==> src/rtl/mbist_pkg.sv <==
// rtl/mbist_pkg.sv - shared MBIST constants and repair-dump state encoding
package mbist_pkg;

    // Error limit of the repair-address source block; the dump reads this many slots.
    localparam int BIST_ERR_LIMIT = 4;

    // Width of one slot in the source shift register.
    localparam int SLOT_WD_DEFAULT = 16;

    typedef enum logic [2:0] {
        DMP_IDLE,
        DMP_GAP,
        DMP_SHIFT,
        DMP_HOLD,
        DMP_FINISH,
        DMP_DONE
    } dump_state_t;

    // Counter width that stays legal (>= 1) when only one value is needed.
    function automatic int cnt_width(input int n);
        return (n > 1) ? $clog2(n) : 1;
    endfunction

endpackage

==> src/rtl/mbist_sdo_deser.sv <==
// rtl/mbist_sdo_deser.sv - LSB-first serial-to-slot deserialiser with bit counter
module mbist_sdo_deser
    import mbist_pkg::*;
#(
    parameter int SLOT_WD = SLOT_WD_DEFAULT,
    parameter int OUT_WD  = 9
) (
    input  logic              clk,
    input  logic              rst_n,
    input  logic              shift_en,
    input  logic              sdo,
    input  logic              clear,
    output logic              slot_done,
    output logic [OUT_WD-1:0] slot_next_lo,
    output logic [OUT_WD-1:0] slot_word_lo
);

    localparam int CNT_WD = cnt_width(SLOT_WD);
    localparam logic [CNT_WD-1:0] LAST_BIT = CNT_WD'(SLOT_WD - 1);

    logic [SLOT_WD-1:0] slot_word;
    logic [SLOT_WD-1:0] slot_next;
    logic [CNT_WD-1:0]  bit_cnt;

    // New bits enter at the top so the first sample ends up in bit 0.
    assign slot_next    = {sdo, slot_word[SLOT_WD-1:1]};
    assign slot_done    = shift_en && (bit_cnt == LAST_BIT);
    assign slot_next_lo = slot_next[OUT_WD-1:0];
    assign slot_word_lo = slot_word[OUT_WD-1:0];

    // Shift in one sample per enabled cycle; a clear drops any partial slot.
    always_ff @(posedge clk or negedge rst_n) begin
        if (!rst_n) begin
            slot_word <= '0;
            bit_cnt   <= '0;
        end else if (clear) begin
            bit_cnt   <= '0;
        end else if (shift_en) begin
            slot_word <= slot_next;
            bit_cnt   <= slot_done ? '0 : bit_cnt + 1'b1;
        end
    end

endmodule

==> src/rtl/mbist_repair_dump.sv <==
// rtl/mbist_repair_dump.sv - scan-port reader presenting repair addresses on valid/ready
module mbist_repair_dump
    import mbist_pkg::*;
#(
    parameter int NUM_WORDS = BIST_ERR_LIMIT,
    parameter int SLOT_WD   = SLOT_WD_DEFAULT,
    parameter int RAD_WD    = 9,
    parameter int GAP_CYC   = 1,
    parameter int IDX_WD    = cnt_width(NUM_WORDS)
) (
    input  logic              clk,
    input  logic              rst_n,
    input  logic              start,
    input  logic              abort,
    output logic              busy,
    output logic              done,
    output logic              scan_shift,
    output logic              scan_sdi,
    input  logic              scan_sdo,
    output logic              word_valid,
    input  logic              word_ready,
    output logic [RAD_WD-1:0] word_data,
    output logic [IDX_WD-1:0] word_idx,
    output logic              word_last
);

    localparam int GAP_WD = cnt_width(GAP_CYC);
    localparam logic [GAP_WD-1:0] GAP_LAST  = GAP_WD'(GAP_CYC - 1);
    localparam logic [IDX_WD-1:0] SLOT_LAST = IDX_WD'(NUM_WORDS - 1);

    dump_state_t       state, state_nxt;
    logic [GAP_WD-1:0] gap_cnt;
    logic [IDX_WD-1:0] slot_cnt;
    logic              slot_done;
    logic [RAD_WD-1:0] slot_next_lo;
    logic [RAD_WD-1:0] slot_word_lo;
    logic              out_free;
    logic              last_slot;
    logic              load;
    logic              load_from_hold;
    logic [RAD_WD-1:0] load_data;

    mbist_sdo_deser #(
        .SLOT_WD (SLOT_WD),
        .OUT_WD  (RAD_WD)
    ) u_deser (
        .clk          (clk),
        .rst_n        (rst_n),
        .shift_en     (scan_shift),
        .sdo          (scan_sdo),
        .clear        (abort),
        .slot_done    (slot_done),
        .slot_next_lo (slot_next_lo),
        .slot_word_lo (slot_word_lo)
    );

    assign out_free   = !word_valid || word_ready;
    assign last_slot  = (slot_cnt == SLOT_LAST);
    assign busy       = (state != DMP_IDLE);
    assign done       = (state == DMP_DONE);
    assign scan_shift = (state == DMP_SHIFT);
    // Recirculate so the source shift register ends each slot holding its original value.
    assign scan_sdi   = scan_shift & scan_sdo;
    assign load_data  = load_from_hold ? slot_word_lo : slot_next_lo;

    // State register.
    always_ff @(posedge clk or negedge rst_n) begin
        if (!rst_n) begin
            state <= DMP_IDLE;
        end else begin
            state <= state_nxt;
        end
    end

    // Next state and output-register load; abort overrides everything.
    always_comb begin
        state_nxt      = state;
        load           = 1'b0;
        load_from_hold = 1'b0;
        case (state)
            DMP_IDLE: begin
                if (start) state_nxt = DMP_GAP;
            end
            DMP_GAP: begin
                if (gap_cnt == GAP_LAST) state_nxt = DMP_SHIFT;
            end
            DMP_SHIFT: begin
                if (slot_done) begin
                    if (out_free) begin
                        load      = 1'b1;
                        state_nxt = last_slot ? DMP_FINISH : DMP_GAP;
                    end else begin
                        state_nxt = DMP_HOLD;
                    end
                end
            end
            DMP_HOLD: begin
                if (out_free) begin
                    load           = 1'b1;
                    load_from_hold = 1'b1;
                    state_nxt      = last_slot ? DMP_FINISH : DMP_GAP;
                end
            end
            DMP_FINISH: begin
                if (word_valid && word_ready) state_nxt = DMP_DONE;
            end
            DMP_DONE: begin
                state_nxt = DMP_IDLE;
            end
            default: begin
                state_nxt = DMP_IDLE;
            end
        endcase
        if (abort) begin
            state_nxt      = DMP_IDLE;
            load           = 1'b0;
            load_from_hold = 1'b0;
        end
    end

    // Gap timer runs only while in GAP so each visit starts from zero.
    always_ff @(posedge clk or negedge rst_n) begin
        if (!rst_n) begin
            gap_cnt <= '0;
        end else if (state != DMP_GAP || abort) begin
            gap_cnt <= '0;
        end else begin
            gap_cnt <= gap_cnt + 1'b1;
        end
    end

    // Slot index of the slot being shifted; saturates on the last slot.
    always_ff @(posedge clk or negedge rst_n) begin
        if (!rst_n) begin
            slot_cnt <= '0;
        end else if (state == DMP_IDLE || abort) begin
            slot_cnt <= '0;
        end else if (load && !last_slot) begin
            slot_cnt <= slot_cnt + 1'b1;
        end
    end

    // One-entry output register; contents frozen while valid and not accepted.
    always_ff @(posedge clk or negedge rst_n) begin
        if (!rst_n) begin
            word_valid <= 1'b0;
            word_data  <= '0;
            word_idx   <= '0;
            word_last  <= 1'b0;
        end else if (abort) begin
            word_valid <= 1'b0;
        end else if (load) begin
            word_valid <= 1'b1;
            word_data  <= load_data;
            word_idx   <= slot_cnt;
            word_last  <= last_slot;
        end else if (word_valid && word_ready) begin
            word_valid <= 1'b0;
        end
    end

endmodule

==> config.mk <==
export PLATFORM = sky130hd
export DESIGN_NAME = mbist_repair_dump
export DESIGN_NICKNAME = d
export VERILOG_FILES = /design/src/rtl/mbist_pkg.sv /design/src/rtl/mbist_sdo_deser.sv /design/src/rtl/mbist_repair_dump.sv
export SDC_FILE = /design/constraint.sdc
export NUM_CORES = 1
export LEC_CHECK = 0
export ABC_AREA = 1
export BUFFER_PORTS_ARGS = -buffer_cell sky130_fd_sc_hd__buf_2
export CAP_MARGIN = 20
export CORE_UTILIZATION = 51
export DETAILED_ROUTE_END_ITERATION = 10
export PLACE_DENSITY = 0.74
export SLEW_MARGIN = 20
export SYNTH_ARGS = -nofsm -noshare
export SYNTH_HDL_FRONTEND = slang
export SYNTH_SLANG_ARGS = --single-unit
==> constraint.sdc <==
create_clock -name clk -period 1.4 [get_ports clk]
set_clock_uncertainty 0.2 [all_clocks]
set_input_delay 0.07 -clock clk [delete_from_list [all_inputs] [get_ports clk]]
set_output_delay 0.07 -clock clk [all_outputs]
set_load 0.1 [all_outputs]
==> Word-level counts from Yosys, hierarchy flattened <==
Index checks and enable logic that the tools add are counted.
{ "word_totals": {"regBits": 39, "word_cells": 68} }
{ "classes": {"add_sub_neg": 3, "eq_ne": 13, "muxes": 25, "bitwise_logic": 2, "n_reduce_logical": 16} }
{ "op_table": {"columns": ["cell", "count"], "rows": [
  ["$mux W3", 8],
  ["$pmux W3 S5", 1],
  ["$mux W4", 3],
  ["$ne A3 B3 Y1 const B", 4],
  ["$mux W1", 9],
  ["$mux W9", 1],
  ["$eq A3 B2 Y1 const B", 2],
  ["$eq A3 B3 Y1 const B", 2],
  ["$reduce_bool A3 Y1", 2],
  ["$reduce_and A5 Y1", 1],
  ["$add A4 B1 Y4 const B", 1],
  ["$eq A4 B4 Y1 const B", 1],
  ["$mux W2", 2],
  ["$reduce_and A2 Y1", 2],
  ["$reduce_bool A2 Y1", 2],
  ["$eq A3 B1 Y1 const B", 1],
  ["$logic_and A1 B1 Y1", 3],
  ["$logic_not A3 Y1", 1],
  ["$logic_or A1 B1 Y1", 3],
  ["$ne A3 B1 Y1 const B", 1],
  ["$ne A3 B2 Y1 const B", 1],
  ["$add A2 B1 Y2 const B", 1],
  ["$eq A2 B2 Y1 const B", 1],
  ["$logic_not A1 Y1", 2],
  ["4 further kinds", 4]
]} }

==> Depth between registers and ports, before layout <==
Gate-level depths: netlist of run 1.
{ "depth": {"ltp_word": 9, "depth_mapped": 9} }

==> By module <==
From an unflattened synthesis of run 1, not the netlist that was laid out.
{ "unflattened": {"cells_unflattened": 250, "hier_area_um2": 2075.7} }
{ "by_module_without_submodules": {"columns": ["module", "n_inst", "cells_each", "area_per_inst_um2"], "rows": [
  ["mbist_repair_dump", 1, 142, 1078.5],
  ["mbist_sdo_deser", 1, 108, 997.2]
]} }

==> Worst setup path before layout of run 1 <==
OpenSTA, ideal clock, no wires.
{ "synth_timing": {"path_type": "reg2out", "start": "reg state[0]", "end": "out done", "arrival_ns": 2.577, "path_slack_ns": -1.447, "stages_incl_launch_ff": 3, "n_path_buf": 0, "path_cell_list": "dfrtp_1 > inv_1 > nor3_1"} }
{ "synth_between": {"elab_chain_cells": 1} }
{ "synth_lines": {"columns": ["element", "line", "text"], "rows": [
  ["start, declared", "mbist_repair_dump.sv:31", "dump_state_t state, state_nxt;"],
  ["start signal, assigned", "mbist_repair_dump.sv:71", "state <= state_nxt;"],
  ["$eq A3 B3 Y1", "mbist_repair_dump.sv:60", "assign done = (state == DMP_DONE);"],
  ["end, declared", "mbist_repair_dump.sv:16", "output logic done,"]
]} }
Every way passes these cells.

==> Final worst setup path of run 1 <==
{ "layout_timing": {"start": "reg state[2]", "end": "reg word_data[2]"} }
{ "layout_between": {"elab_chain_cells": 6} }
{ "layout_lines": {"columns": ["element", "line", "text"], "rows": [
  ["$eq A3 B2 Y1", "mbist_repair_dump.sv:61, mbist_repair_dump.sv:80", null],
  ["$logic_and A1 B1 Y1", "mbist_sdo_deser.sv:27", "assign slot_done = shift_en && (bit_cnt == LAST_BIT);"],
  ["$mux W1", "mbist_repair_dump.sv:88", "if (slot_done) begin"],
  ["$pmux W1 S2", "mbist_repair_dump.sv:80", "case (state)"],
  ["$mux W1", "mbist_repair_dump.sv:114", "if (abort) begin"],
  ["$reduce_and A2 Y1 (no source line)", null, null],
  ["end signal, assigned", "mbist_repair_dump.sv:154", "word_data <= load_data;"],
  ["end, declared", "mbist_repair_dump.sv:22", "output logic [RAD_WD-1:0] word_data,"]
]} }
Several ways; a longest one is shown, not always the timed one.
A chain may end at the register's enable or synchronous reset.

==> key figures, run 1 <==
Global route
  • Initial antenna violation count: 0
  • First-pass GRT wire length: 7320 µm
  • Largest net degree at the start of global routing: 30
  • Vias in the first global route: 1645
  • Congestion Overflow GR: 0
  • Total GRT Usage: 0.2476

Synth
  • Yosys warns: 0
  • Synth Instances: roughly 230
  • Yosys reg bits: 39
  • Syn avg cell area: about 8.0 µm²
  • Synthesized cell area: 0.001867 mm²
  • Seq/Total Area, Yosys: 0.5228
  • Yosys cell types: 23
  • Syn nets: 242

Timing
  • Setup violations, final: 43
  • RSZ-0062 raised after global routing: true
  • Fmax: 0.5596 GHz
  • Final Worst Setup Slack: -0.3870 ns
  • Post-layout minimum cycle time: roughly 1.8 ns
  • Worst hold margin: 0.04887 ns
  • Setup_tns: -9.827 ns
  • Final hold vios: 0
  • Crit share post-route: 1.276
  • Slew Limit Fails: 0
  • Worst Tran Pin Value: 0.4933 ns
  • Max-slew headroom: 0.6711

Floorplanning
  • Die area: 0.003906 mm²
  • Row Count: 21
  • IO Count: 23
  • Starting Density: 0.5465
  • Die width: 62.50 µm
  • Die H: 62.50 µm
  • Core Footprint: 0.003416 mm²

Finish
  • Fill cell count: 174
  • Share of layout cells above drive strength 1: 0.4585
  • Final #Nets: 308
  • Syn-to-layout area delta: 54.96%
  • Non-Filler Instances: ~350
  • Commonest non-fill, non-tap cell in the layout: nand2_1
  • Ant diodes: 0
  • Most frequent cells in the layout: nand2_1, dfrtp_1, buf_4, inv_1, nand2_2
  • Reg area: 983.4 µm²
  • Area of the multi-input gates: 0.001044 mm²
  • Final core occ: 0.8469

Setup path
  • Worst reg-to-reg path cell count: 8
  • Reg2Reg Setup Slack: -0.39 ns
  • Crit start category: register
  • Req. time, crit path: ~1.5 ns
  • Setup crit end kind: register
  • Worst reg2reg path startpoint: state[2]
  • Crit path kind: reg2reg
  • R2R Path End: word_data[2]
  • Critical Path AT: 1.88 ns
  • Worst Path Max Fanout: 5

Min path
  • Min-delay src: start
  • Hold path cells: 6
  • Worst hold endpoint: state[0]
  • Class of the worst hold path: in2reg

Route
  • Antenna Violating Nets Remaining: 0
  • Final wirelength: 5173 µm
  • DR iter-0 viols: 156
  • DR WL/cell: roughly 15 µm
  • Via count: approximately 1800
  • DRC Markers: 0
  • Vias/cell: 5.277
  • 1st-pass router iterations: 4

Flow run
  • MaxCap Viol Count: 0

Clock network
  • CTS tree: done
  • Clock sinks: 39
  • Clock root cell: clkbuf_4
  • Clock insertion delay at the later pin of the skew report: 0.36 ns
  • CTS Buffer Depth: 2
  • CTS Buf Count: 5
  • Clock transition at path regs: 0.12 ns
  • H-tree lvl count: 2

Place
  • Pre-CTS setup slack: -0.1544 ns
  • Post-placement cell count: roughly 320
  • Dpl hpwl: 2707 µm
  • RD Place Congestion: around 0.87
  • I/O Buffers: 22

Power and ir drop
  • Pwr/cell area: 1859 mW/mm²
  • Leak: roughly 1.5 nW
  • Maximum VDD drop: 1086 µV

Status
  • Status: complete, but fails checks
  • Failing checks: setup timing
==> worst max-delay path, stage by stage (launching register included) <==
cell     delay [ns]
dfrtp_2        0.50
nor2_4         0.17
buf_6          0.12
nand3_4        0.07
nor2_4         0.19
buf_4          0.14
buf_6          0.10
nand3_1        0.10
nand2_1        0.11
==> stage by stage <==
step / area, µm² / power [mW]
after global routing: 2893 / 5.647
after CTS: 2658 / 5.005
after detailed placement: 2336 / 4.109
after floorplan: 1988 / 3.444
final: 2893 / 5.376
after global placement: 2336 / 4.074
==> cell families after synthesis <==
| kind of cell | after synthesis | share of synthesized area |
|---|---|---|
| compound gates | 27 | 0.07373 |
| xor+xnor | 2 | 0.009385 |
| fa+ha+maj | 2 | 0.01340 |
| buf+inv | 37 | 0.08914 |
| flops | 39 | 0.5228 |
| simple gates | 127 | 0.2916 |
==> cell usage after synthesis <==
cell type,count,area share
a21oi_1,7,0.019
and2_1,1,0.0034
buf_2,4,0.011
buf_4,4,0.016
buf_6,1,0.0060
dfrtp_1,39,0.52
ha_1,2,0.013
inv_1,24,0.048
inv_2,4,0.0080
nand2_1,76,0.15
nand2_2,2,0.0067
nand3_1,23,0.062
nand3_2,1,0.0054
nand4_1,1,0.0034
nor2_1,17,0.034
nor2_2,2,0.0067
nor2_4,2,0.012
nor3_1,2,0.0054
o21ai_0,12,0.032
o21ai_1,7,0.019
o21bai_1,1,0.0040
xnor2_1,1,0.0047
xor2_1,1,0.0047
==> area by class of cell <==
class | count | share of cell area
clock buffers | 7 | 0.01557
clock inverters | 1 | 0.001730
inverters | 28 | 0.04066
multi-input cells | 160 | 0.3607
flip-flops and latches | 39 | 0.3400
well taps | 46 | 0.01990
repair buffers | 65 | 0.2184
repair inverters | 1 | 0.003028
==> where the power goes <==
part	switching (mW)	total, mW	internal (mW)
clock	0.362	0.557	0.196
combinational	2.08	3.16	1.08
sequential	0.240	1.66	1.42
total	2.68	5.38	2.70
==> layer usage <==
layer / GRT usage / wire length (µm) / vias to the layer above
met3: 0.04380 / 250 / 13
li1: - / - / 872
met2: 0.3872 / 2513 / 68
met1: 0.3333 / 2264 / 878
met4: 0.1192 / 144 / 0
met5: 0 / 0 / -
==> repair_timing <==
action | CTS | global route
hold buffers | 7 | 0
gates resized for setup | 45 | 47
setup endpoints to repair | 55 | 54
hold endpoints to repair | 46 | 0
setup buffers | 5 | 7
cloned | 2 | 2
pin swaps | 14 | 9
==> worst max-delay path by stage <==
| stage | startpoint | endpoint | slack, ns | cells past startpoint |
|---|---|---|---|---|
| floorplan | state[2] | state[0] | -0.52 | 9 |
| global route | state[1] | word_data[2] | -0.47 | 9 |
| global placement | state[1] | state[2] | -0.15 | 6 |
| CTS | state[1] | done | -0.29 | 3 |
| detailed placement | state[1] | u_deser.slot_word[12] | -0.15 | 6 |
| finish | state[2] | word_data[2] | -0.39 | 8 |
==> flip-flops by register name, summed over array words and instances (netlist names) <==
register           flops
state                  3
slot_cnt               2
u_deser.slot_word     16
gap_cnt                1
word_last              1
word_idx               2
u_deser.bit_cnt        4
word_valid             1
word_data              9
No activity file was read; power rests on OpenSTA's default activity.
==> inputs of run 2 (changes only) <==
CORE_UTILIZATION = 54   (was 51)
CTS_BUF_LIST = sky130_fd_sc_hd__clkbuf_4 sky130_fd_sc_hd__clkbuf_8   (was unset)
PLACE_DENSITY = 0.89   (was 0.74)
==> run 2 against run 1 <==
The flow still finishes with violations (setup timing). First-iteration DRC count grew 48%. Core utilization increased by 4.2 points. Register-to-register slack improved by 0.03 ns. Hold slack gained 0.021 ns. Clock-buffer cell count decreased by 2. Via count is 11% higher. Worst setup slack worse by 0.021 ns. Critical path depth decreased by 4. Routed wire length increased by 26%. Global-route usage grew 3.1 points. Total power rose by 1.3%. Critical path type is now reg2out. Critical endpoint is now done. Largest cell class unchanged.
==> key figures, run 2 (synthesis results as in run 1) <==
Finish
  • Regs by FF count: u_deser.slot_word (16), word_data (9), u_deser.bit_cnt (4)
  • Final #Nets: 301 (-2.3%)
  • Non-Filler Instances: 338 (-2.6%)
  • Commonest non-fill, non-tap cell in the layout: nand2_1
  • Syn-to-layout area delta: 50.13%
  • Share of layout cells above drive strength 1: 0.4388 (-0.01970)
  • Most frequent cells in the layout: nand2_1, dfrtp_1, buf_4, inv_1, o21ai_1
  • Max reg flops: 16 (unchanged)
  • Ant diodes: 0 (unchanged)
  • Register name with the most flops: u_deser.slot_word

Place
  • I/O Buffers: 22 (unchanged)
  • Dpl hpwl: 2653 µm (-2.0%)
  • Pre-CTS setup slack: -0.1603 ns (-0.005840 ns)
  • RD Place Congestion: 0.9125 (+4.7%)
  • Post-placement cell count: 312 (-1.6%)

Flow run
  • MaxCap Viol Count: 0 (unchanged)

Timing
  • Fmax: 0.5530 GHz (-1.2%)
  • Worst Tran Pin Value: 0.4810 ns (-0.01231 ns)
  • Final Worst Setup Slack: -0.4083 ns (-0.02128 ns)
  • Crit share post-route: 1.292 (+0.01520)
  • Final hold vios: 0 (unchanged)
  • Max-slew headroom: 0.6793 (+0.008207)
  • RSZ-0062 raised after global routing: true
  • Post-layout minimum cycle time: 1.808 ns (+0.02128 ns)
  • Setup violations, final: 45 (+4.7%)
  • Slew Limit Fails: 0 (unchanged)

Setup path
  • Critical path depth in cells: 4 (-4)
  • Buf+Inv Stages, Crit Path: 3 (unchanged)
  • Setup crit end kind: output port
  • Worst reg-to-reg path cell count: 8 (unchanged)
  • Crit path kind: reg2out
  • Crit-path slowest cell: dfrtp_2
  • Top delay family on crit path: buffers and inverters
  • Critical-path cell list: inv_2 -> buf_4 -> nor3_4 -> buf_12
  • CP max stage delay: 0.45 ns (-0.05 ns)
  • Worst Path Max Fanout: 4 (-1)
  • Crit start category: register
  • Critical Path AT: 1.54 ns (-0.34 ns)
  • Req. time, crit path: 1.13 ns (-0.36 ns)
  • Reg2Reg Setup Slack: -0.36 ns (+0.03 ns)

Min path
  • Class of the worst hold path: in2async

Floorplanning
  • Die area: 0.003696 mm² (-5.4%)
  • Starting Density: 0.5921 (+0.04554)
  • Core Footprint: 0.003153 mm² (-7.7%)
  • Die H: 60.80 µm (-2.7%)
  • Die width: 60.80 µm (-2.7%)
  • IO Count: 23 (unchanged)
  • Row Count: 20 (-4.8%)

Route
  • Via count: 2028 (+11%)
  • Final wirelength: 6514 µm (+26%)
  • DRC Markers: 0 (unchanged)
  • 1st-pass router iterations: 5 (+1)
  • DR WL/cell: 19.27 µm (+29%)
  • Antenna Violating Nets Remaining: 0 (unchanged)
  • Vias/cell: 6.000 (+14%)
  • DR iter-0 viols: 231 (+48%)

Status
  • Failing checks: setup timing
  • Status: complete, but fails checks

Clock network
  • Clock root cell: clkbuf_4
  • Clock transition at path regs: 0.15 ns (+0.03 ns)
  • CTS Buffer Depth: 2 (unchanged)
  • CTS tree: done
  • Clock insertion delay at the later pin of the skew report: 0.39 ns (+0.03 ns)
  • H-tree lvl count: 2 (unchanged)
  • CTS Buf Count: 5 (unchanged)
  • Clock sinks: 39 (unchanged)

Global route
  • Largest net degree at the start of global routing: 40 (+33%)
  • Initial antenna violation count: 0 (unchanged)
  • Vias in the first global route: 1639 (-0.36%)
  • Total GRT Usage: 0.2791 (+0.03145)
  • Congestion Overflow GR: 0 (unchanged)
  • First-pass GRT wire length: 7369 µm (+0.67%)

Power and ir drop
  • Maximum VDD drop: 1210 µV (+11%)
  • Leak: 1.398 nW (-5.8%)
  • Pwr/cell area: 1943 mW/mm² (+4.5%)
==> run 2: power breakdown <==
| part | total, mW | switching, mW | internal, mW |
|---|---|---|---|
| clock network | 0.630 | 0.438 | 0.192 |
| registers | 1.66 | 0.236 | 1.42 |
| logic | 3.16 | 2.17 | 0.986 |
==> run 2: final timing paths <==
path | startpoint | endpoint
worst min-delay path | rst_n | word_data[3]
worst max register to register | state[2] | word_data[0]
max in group asynchronous | rst_n | state[1]
worst min register to register | gap_cnt | gap_cnt
min in group clk | gap_cnt | gap_cnt
worst max-delay path | state[0] | done
==> run 2: area by class of cell <==
cell class / count / area (µm²)
clock buffers: 5 / 37.54
clock inverters: 3 / 20.02
repair buffers: 59 / 565.5
multi-input cells: 159 / 1015
inverters: 28 / 120.1
repair inverters: 1 / 6.256
flip-flops and latches: 39 / 983.4
fillers: 122 / 350.3
well taps: 44 / 55.05
==> run 2: layer usage <==
metal,vias up,global-route usage,routed length (µm)
li1,859,-,-
met1,956,0.3243,2449
met2,157,0.4694,3005
met3,56,0.07249,562
met4,0,0.1558,496
met5,-,0,0
==> run 2: stage by stage <==
stage                     instance area (µm²)  power (mW)  setup TNS [ns]  hold slack [ns]    util
after floorplan                          1988       3.444          -13.42          -0.4256       -
after global placement                   2311       4.011          -2.169         -0.05569  0.7329
after detailed placement                 2311       4.072          -3.806         -0.05521  0.7329
after CTS                                2566       4.918          -5.706          0.07808  0.8139
after global routing                     2803       5.661          -11.96           0.1421  0.8889
final                                    2803       5.445          -9.825          0.07014  0.8889
==> run 2: worst reg2reg max path: stages, from the launching register on <==
cell and delay [ns]:
dfrtp_2 0.50, nor2_4 0.17, buf_6 0.12, nand3_4 0.08
nor2_4 0.19, buf_6 0.14, buf_12 0.11, nand2_1 0.06
o21ai_1 0.12
==> run 2: what timing repair did <==
action | 4_1_cts | 5_1_grt
hold buffers | 5 | 0
gates cloned | 1 | 2
endpoints found under the setup margin | 54 | 44
pin swaps | 4 | 21
gates resized for setup | 30 | 46
endpoints found under the hold margin | 50 | 0
setup buffers | 5 | 5
